### src/rtl/calc_dp.sv
// Small calculator datapath: A/B operand registers, 4-bit ALU, combinational multiplier,
// restoring divider and selectable output registers. Optional macro: CALC_DP_DIVZERO_FAST_EN.
module calc_dp (
  input  logic       clk,
  input  logic       reset,
  input  logic [3:0] x,
  input  logic [3:0] y,
  input  logic       EN_X,
  input  logic       EN_Y,
  input  logic       EN_F,
  input  logic       Go_Calc,
  input  logic [1:0] Op_Calc,
  input  logic       Go_DIV,
  input  logic       Sel_H,
  input  logic [1:0] Sel_L,
  input  logic       En_Out_H,
  input  logic       En_Out_L,
  input  logic [1:0] Sel_out,
  output logic [3:0] Out_H,
  output logic [3:0] Out_L,
  output logic       Done_Calc_dp,
  output logic       Done_DIV_dp
);

  localparam int unsigned W  = 4;
  localparam int unsigned PW = 2 * W;
  localparam int unsigned CW = 3;

`ifdef CALC_DP_DIVZERO_FAST_EN
  localparam bit DIVZERO_FAST = 1'b1;
`else
  localparam bit DIVZERO_FAST = 1'b0;
`endif

  typedef enum logic [1:0] {DIV_IDLE, DIV_BUSY, DIV_DONE} div_state_t;

  logic [W-1:0]  a_q, b_q, alu_q, alu_c;
  logic [PW-1:0] product;
  logic [W-1:0]  dv_q, dsr_q, rem_q, rem_nx, q_nx;
  logic [W:0]    rem_sh, diff;
  logic          take;
  logic [CW-1:0] cnt_q;
  div_state_t    div_st;
  logic [W-1:0]  out_h_q, out_l_q, src_h, src_l;

  // Operand registers
  always_ff @(posedge clk or negedge reset) begin
    if (!reset) begin
      a_q <= '0;
      b_q <= '0;
    end else begin
      if (EN_X) a_q <= x;
      if (EN_Y) b_q <= y;
    end
  end

  assign product = PW'(a_q) * PW'(b_q);

  always_comb begin
    alu_c = '0;
    case (Op_Calc)
      2'b00:   alu_c = a_q + b_q;
      2'b01:   alu_c = a_q - b_q;
      2'b10:   alu_c = a_q & b_q;
      default: alu_c = a_q ^ b_q;
    endcase
  end

  always_ff @(posedge clk or negedge reset) begin
    if (!reset) begin
      alu_q        <= '0;
      Done_Calc_dp <= 1'b0;
    end else if (EN_F) begin
      alu_q        <= '0;
      Done_Calc_dp <= 1'b0;
    end else if (Go_Calc) begin
      alu_q        <= alu_c;
      Done_Calc_dp <= 1'b1;
    end else begin
      Done_Calc_dp <= 1'b0;
    end
  end

  // One restoring step: shift next dividend bit into the remainder, subtract if it fits
  always_comb begin
    rem_sh = {rem_q, dv_q[W-1]};
    diff   = rem_sh - {1'b0, dsr_q};
    take   = (rem_sh >= {1'b0, dsr_q});
    rem_nx = take ? W'(diff) : W'(rem_sh);
    q_nx   = {dv_q[W-2:0], take};
  end

  always_ff @(posedge clk or negedge reset) begin
    if (!reset) begin
      div_st      <= DIV_IDLE;
      dv_q        <= '0;
      dsr_q       <= '0;
      rem_q       <= '0;
      cnt_q       <= '0;
      Done_DIV_dp <= 1'b0;
    end else if (EN_F) begin
      div_st      <= DIV_IDLE;
      dv_q        <= '0;
      dsr_q       <= '0;
      rem_q       <= '0;
      cnt_q       <= '0;
      Done_DIV_dp <= 1'b0;
    end else begin
      case (div_st)
        DIV_IDLE: begin
          Done_DIV_dp <= 1'b0;
          if (Go_DIV) begin
            if (DIVZERO_FAST && (b_q == '0)) begin
              dv_q        <= '0;
              dsr_q       <= '0;
              rem_q       <= '0;
              div_st      <= DIV_DONE;
              Done_DIV_dp <= 1'b1;
            end else begin
              dv_q   <= a_q;
              dsr_q  <= b_q;
              rem_q  <= '0;
              cnt_q  <= CW'(W);
              div_st <= DIV_BUSY;
            end
          end
        end
        DIV_BUSY: begin
          if (!Go_DIV) begin
            div_st <= DIV_IDLE;
          end else begin
            rem_q <= rem_nx;
            dv_q  <= q_nx;
            cnt_q <= cnt_q - CW'(1);
            if (cnt_q == CW'(1)) begin
              div_st      <= DIV_DONE;
              Done_DIV_dp <= 1'b1;
              // Divide by zero reports zero quotient and remainder
              if (dsr_q == '0) begin
                rem_q <= '0;
                dv_q  <= '0;
              end
            end
          end
        end
        DIV_DONE: begin
          if (!Go_DIV) begin
            div_st      <= DIV_IDLE;
            Done_DIV_dp <= 1'b0;
          end
        end
        default: div_st <= DIV_IDLE;
      endcase
    end
  end

  always_comb begin
    src_h = Sel_H ? product[PW-1:W] : rem_q;
    src_l = '0;
    case (Sel_L)
      2'b00:   src_l = '0;
      2'b01:   src_l = alu_q;
      2'b10:   src_l = product[W-1:0];
      default: src_l = dv_q;
    endcase
  end

  always_ff @(posedge clk or negedge reset) begin
    if (!reset) begin
      out_h_q <= '0;
      out_l_q <= '0;
    end else if (EN_F) begin
      out_h_q <= '0;
      out_l_q <= '0;
    end else begin
      if (En_Out_H) out_h_q <= src_h;
      if (En_Out_L) out_l_q <= src_l;
    end
  end

  always_comb begin
    Out_H = '0;
    Out_L = '0;
    case (Sel_out)
      2'b00:   ;
      2'b01: begin
        Out_H = out_h_q;
        Out_L = out_l_q;
      end
      2'b10:   Out_L = a_q;
      default: Out_L = b_q;
    endcase
  end

endmodule

### config.mk
export PLATFORM = sky130hd
export DESIGN_NAME = calc_dp
export DESIGN_NICKNAME = d
export VERILOG_FILES = /design/src/rtl/calc_dp.sv
export SDC_FILE = /design/constraint.sdc
export NUM_CORES = 1
export LEC_CHECK = 0
export CAP_MARGIN = 25
export CORE_MARGIN = 1.5
export CORE_UTILIZATION = 42
export CTS_BUF_LIST = sky130_fd_sc_hd__clkbuf_4 sky130_fd_sc_hd__clkbuf_8
export DETAILED_ROUTE_END_ITERATION = 6
export PLACE_DENSITY_LB_ADDON = 0.1
export SLEW_MARGIN = 40
export SYNTH_ARGS = -nofsm -noshare
export SYNTH_HDL_FRONTEND = slang
export SYNTH_SLANG_ARGS = --single-unit
### constraint.sdc
create_clock -name clk -period 3.04 [get_ports clk]
set_clock_uncertainty 0.2 [all_clocks]
set_input_delay 0.608 -clock clk [delete_from_list [all_inputs] [get_ports clk]]
set_output_delay 0.608 -clock clk [all_outputs]
set_load 0.05 [all_outputs]
==> results.md <==
* Total Power at ~0.0018 W
* Max Root-Sink Buffers at 2
* CP Capture Type: flop
* Pleak at 1.65 nW
* DRT Wirelength at about 6700 um
* GR Overflow Total at 0
* Yosys warnings at 0
* Peak VDD IR at approximately 0.39 mV
* Layer with the highest usage: met2
* Area contributors post-synth: dfrtp_1, ha_1, mux2_2
* Met2 GRT Util at 0.319
* Number of max-cap violations at 0
* WL/cell at roughly 16 um
* Synth cell types at 47
* HP Class: in2async
* Max-slew violation count at 0
* Die height at ~85 um
* Syn-to-layout area delta at 26.8%
* Final Hold Viols at 0
* Synth top area share at 0.343
* Antenna Nets Post-Route at 0
* CTS tree: built
* Final Setup Violations at 0
* Die X at ~85 um
* Clk pin slew, worst setup/hold paths at roughly 80 ps
* P_int at around 0.0012 W
* Synth cell count leaders: dfrtp_1, ha_1, nand2_1, inv_1, nor2_1
* Relative slew margins at 0.657
* RSZ-0062 raised after global routing: yes
* Initial antenna violation count at 0
* Total GRT Usage at 0.199
* Failing checks: DRC
* Vias in the first global route at 2248
* Via count at between 2000 and 2500
* Post-synthesis async set-or-reset flop share at 1.00
* Crit. Startpoint: b_q[3]$_DFFE_PN0P_
* Post-synthesis register bit count at 39
* PwrDens at 504 nW/um2
* Met3 Use GR at 0.0370
* Vias per cell at approximately 5.3
* GRT met1 Usage at 0.278
* Core Area at ~6500 um2
* Worst slew pin tran at ~500 ps
* I/O pins at 34
* Reg power frac at 0.339
* Cell family with most CP delay: adder cells
* Final core utilization at 0.559
* Antenna cells at 0
* GP Congestion at about 0.9
* Net Switching at between 0.0006 and 0.0007 W
* Mapped Area at 2840 um2
* Clk pwr share at 0.290
* DP Wirelength at approximately 5200 um
* Critical Path RT at 3020 ps
* Cell row count at 29
* Port Buf Inserts at 33
* Layout cells sized above 1 at 0.158
* FF-to-FF setup slack at roughly 49 ps
* Reg-to-reg startpoint: b_q[3]$_DFFE_PN0P_
* Final Critical Period at about 3000 ps
* Max incr delay on CP at 530 ps
* CP max-delay cell: fa_1
* Layout fillers at just over 600
* CP Launch Type: flop
* Mapped Avg Cell Area at 9.36 um2
* Initial drt markers at 67
* Synth Flop Type: dfrtp_1
* CTS Sinks at 39
* Crit path cell chain: buf_4 -> buf_4 -> nand2_1 -> fa_1 -> inv_1 -> ha_1 -> ha_4 -> nor2b_1 -> o21a_1 -> or3_1 -> a31oi_1 -> a211oi_1
* Mapped Nets at about 360
* Final #Nets at ~410
* Period utilization at 0.984
* Crit path DAT at slightly below 3000 ps
* Full die area at 7270 um2
* Critical path class: reg2reg
* First-pass GRT wire length at 11200 um
* Count leader, synth: dfrtp_1
* Max Freq at about 330 MHz
* Worst R2R Path Depth at 12
* Sequential-to-total area share from yosys stat at 0.343
* Post-synth EDFFs at 0
* Num CTS Buffers at 5
* Starting Density at 0.440
* Post-synth top area cell: dfrtp_1
* Post-Synthesis Cells at 304
* Sw Share at 0.330
* Buffer and inverter count on the worst path at 3
* H-tree depth at 2
* First-pass DRT Iterations at 6
* Pin count of the biggest net entering global routing at 40
* Status: finished with violations
* Root buffer cell: clkbuf_8
* Worst-path fanout max at 4
* Most Frequent Cell on Critical Path: buf_4
* Reg2reg end: out_h_q[2]$_DFFE_PN0P_
* Comb power frac at 0.371
* Worst skew pair latency at 300 ps
* DRC Markers at 3
==> how the worst max path moves through the flow <==
stage                                         to  slack, ps  depth (start not counted)
after global routing      out_h_q[3]$_DFFE_PN0P_        -70                         10
after detailed placement  out_h_q[3]$_DFFE_PN0P_        -20                         10
after floorplan           out_h_q[2]$_DFFE_PN0P_         10                         11
after CTS                 out_h_q[3]$_DFFE_PN0P_         -3                         10
after global placement    out_h_q[3]$_DFFE_PN0P_         30                         10
final                     out_h_q[2]$_DFFE_PN0P_         50                         12
==> kinds of logic after synthesis <==
family	count (synthesis)	synth area share
simple gates	91	0.162
compound gates	74	0.174
flops	39	0.343
buf+inv	37	0.0502
fa+ha+maj	36	0.174
mux	19	0.0717
xor+xnor	8	0.0246
==> flip-flops by register name, indices dropped and copies added, names as in the netlist <==
register and cells:
Done_Calc_dp 1, Done_DIV_dp 1, a_q 4, alu_q 4, b_q 4, cnt_q 3
div_st 2, dsr_q 4, dv_q 4, out_h_q 4, out_l_q 4, rem_q 4
==> through the flow <==
stage,setup TNS (ps),area [um2],hold WS [ps],cells,setup WS [ps]
floorplan,0,2850,112,304,12.1
global placement,0,3430,263,421,34.0
detailed placement,-15.6,3430,272,421,-15.6
CTS,-2.74,3570,96.1,429,-2.74
global route,-126,3610,124,431,-68.3
finish,0,3610,84.2,431,48.8
==> area by class of cell <==
cell class | instances | area (um2) | share of cell area
well taps | 77 | 96.3 | 0.0267
multi-input cells | 228 | 1750 | 0.485
repair buffers | 51 | 543 | 0.151
clock inverters | 2 | 60.1 | 0.0166
flip-flops and latches | 39 | 976 | 0.271
inverters | 28 | 105 | 0.0291
clock buffers | 6 | 76.3 | 0.0212
==> power by group through the flow <==
stage          clock network (W)  registers (W)  logic (W)
6_report                0.000528       0.000617   0.000674
3_3_place_gp                   0       0.000626   0.000644
5_1_grt                 0.000561       0.000625   0.000751
3_5_place_dp                   0       0.000628   0.000651
2_1_floorplan                  0       0.000624   0.000428
4_1_cts                 0.000544       0.000617   0.000654
==> layer usage <==
layer  vias up  share of wire
met5         -              0
met4         0          0.017
met3        10          0.032
met2        41           0.44
met1      1085           0.51
li1       1165              -
==> placed cells by master (no fill, tap or decap), types with 3 or more instances in the layout <==
cell,n
a211oi_1,9
a21o_1,3
a21oi_1,14
a22o_1,4
a22oi_1,7
and2_1,9
buf_12,8
buf_4,19
clkbuf_8,5
clkdlybuf4s50_1,24
dfrtp_1,39
fa_1,5
ha_1,29
inv_1,28
mux2_2,11
mux2i_1,8
nand2_1,29
nand2b_1,3
nand3_1,4
nor2_1,21
nor2b_1,10
nor3_1,3
o21ai_0,19
xnor2_1,5
==> what timing repair did <==
item                       4_1_cts  5_1_grt
setup endpoints to repair        3        4
pin swaps                        6        5
hold buffers                     0        0
setup buffers                    0        2
resized for setup                0        4
gates cloned                     0        0
Power figures use the tool's default switching activity.
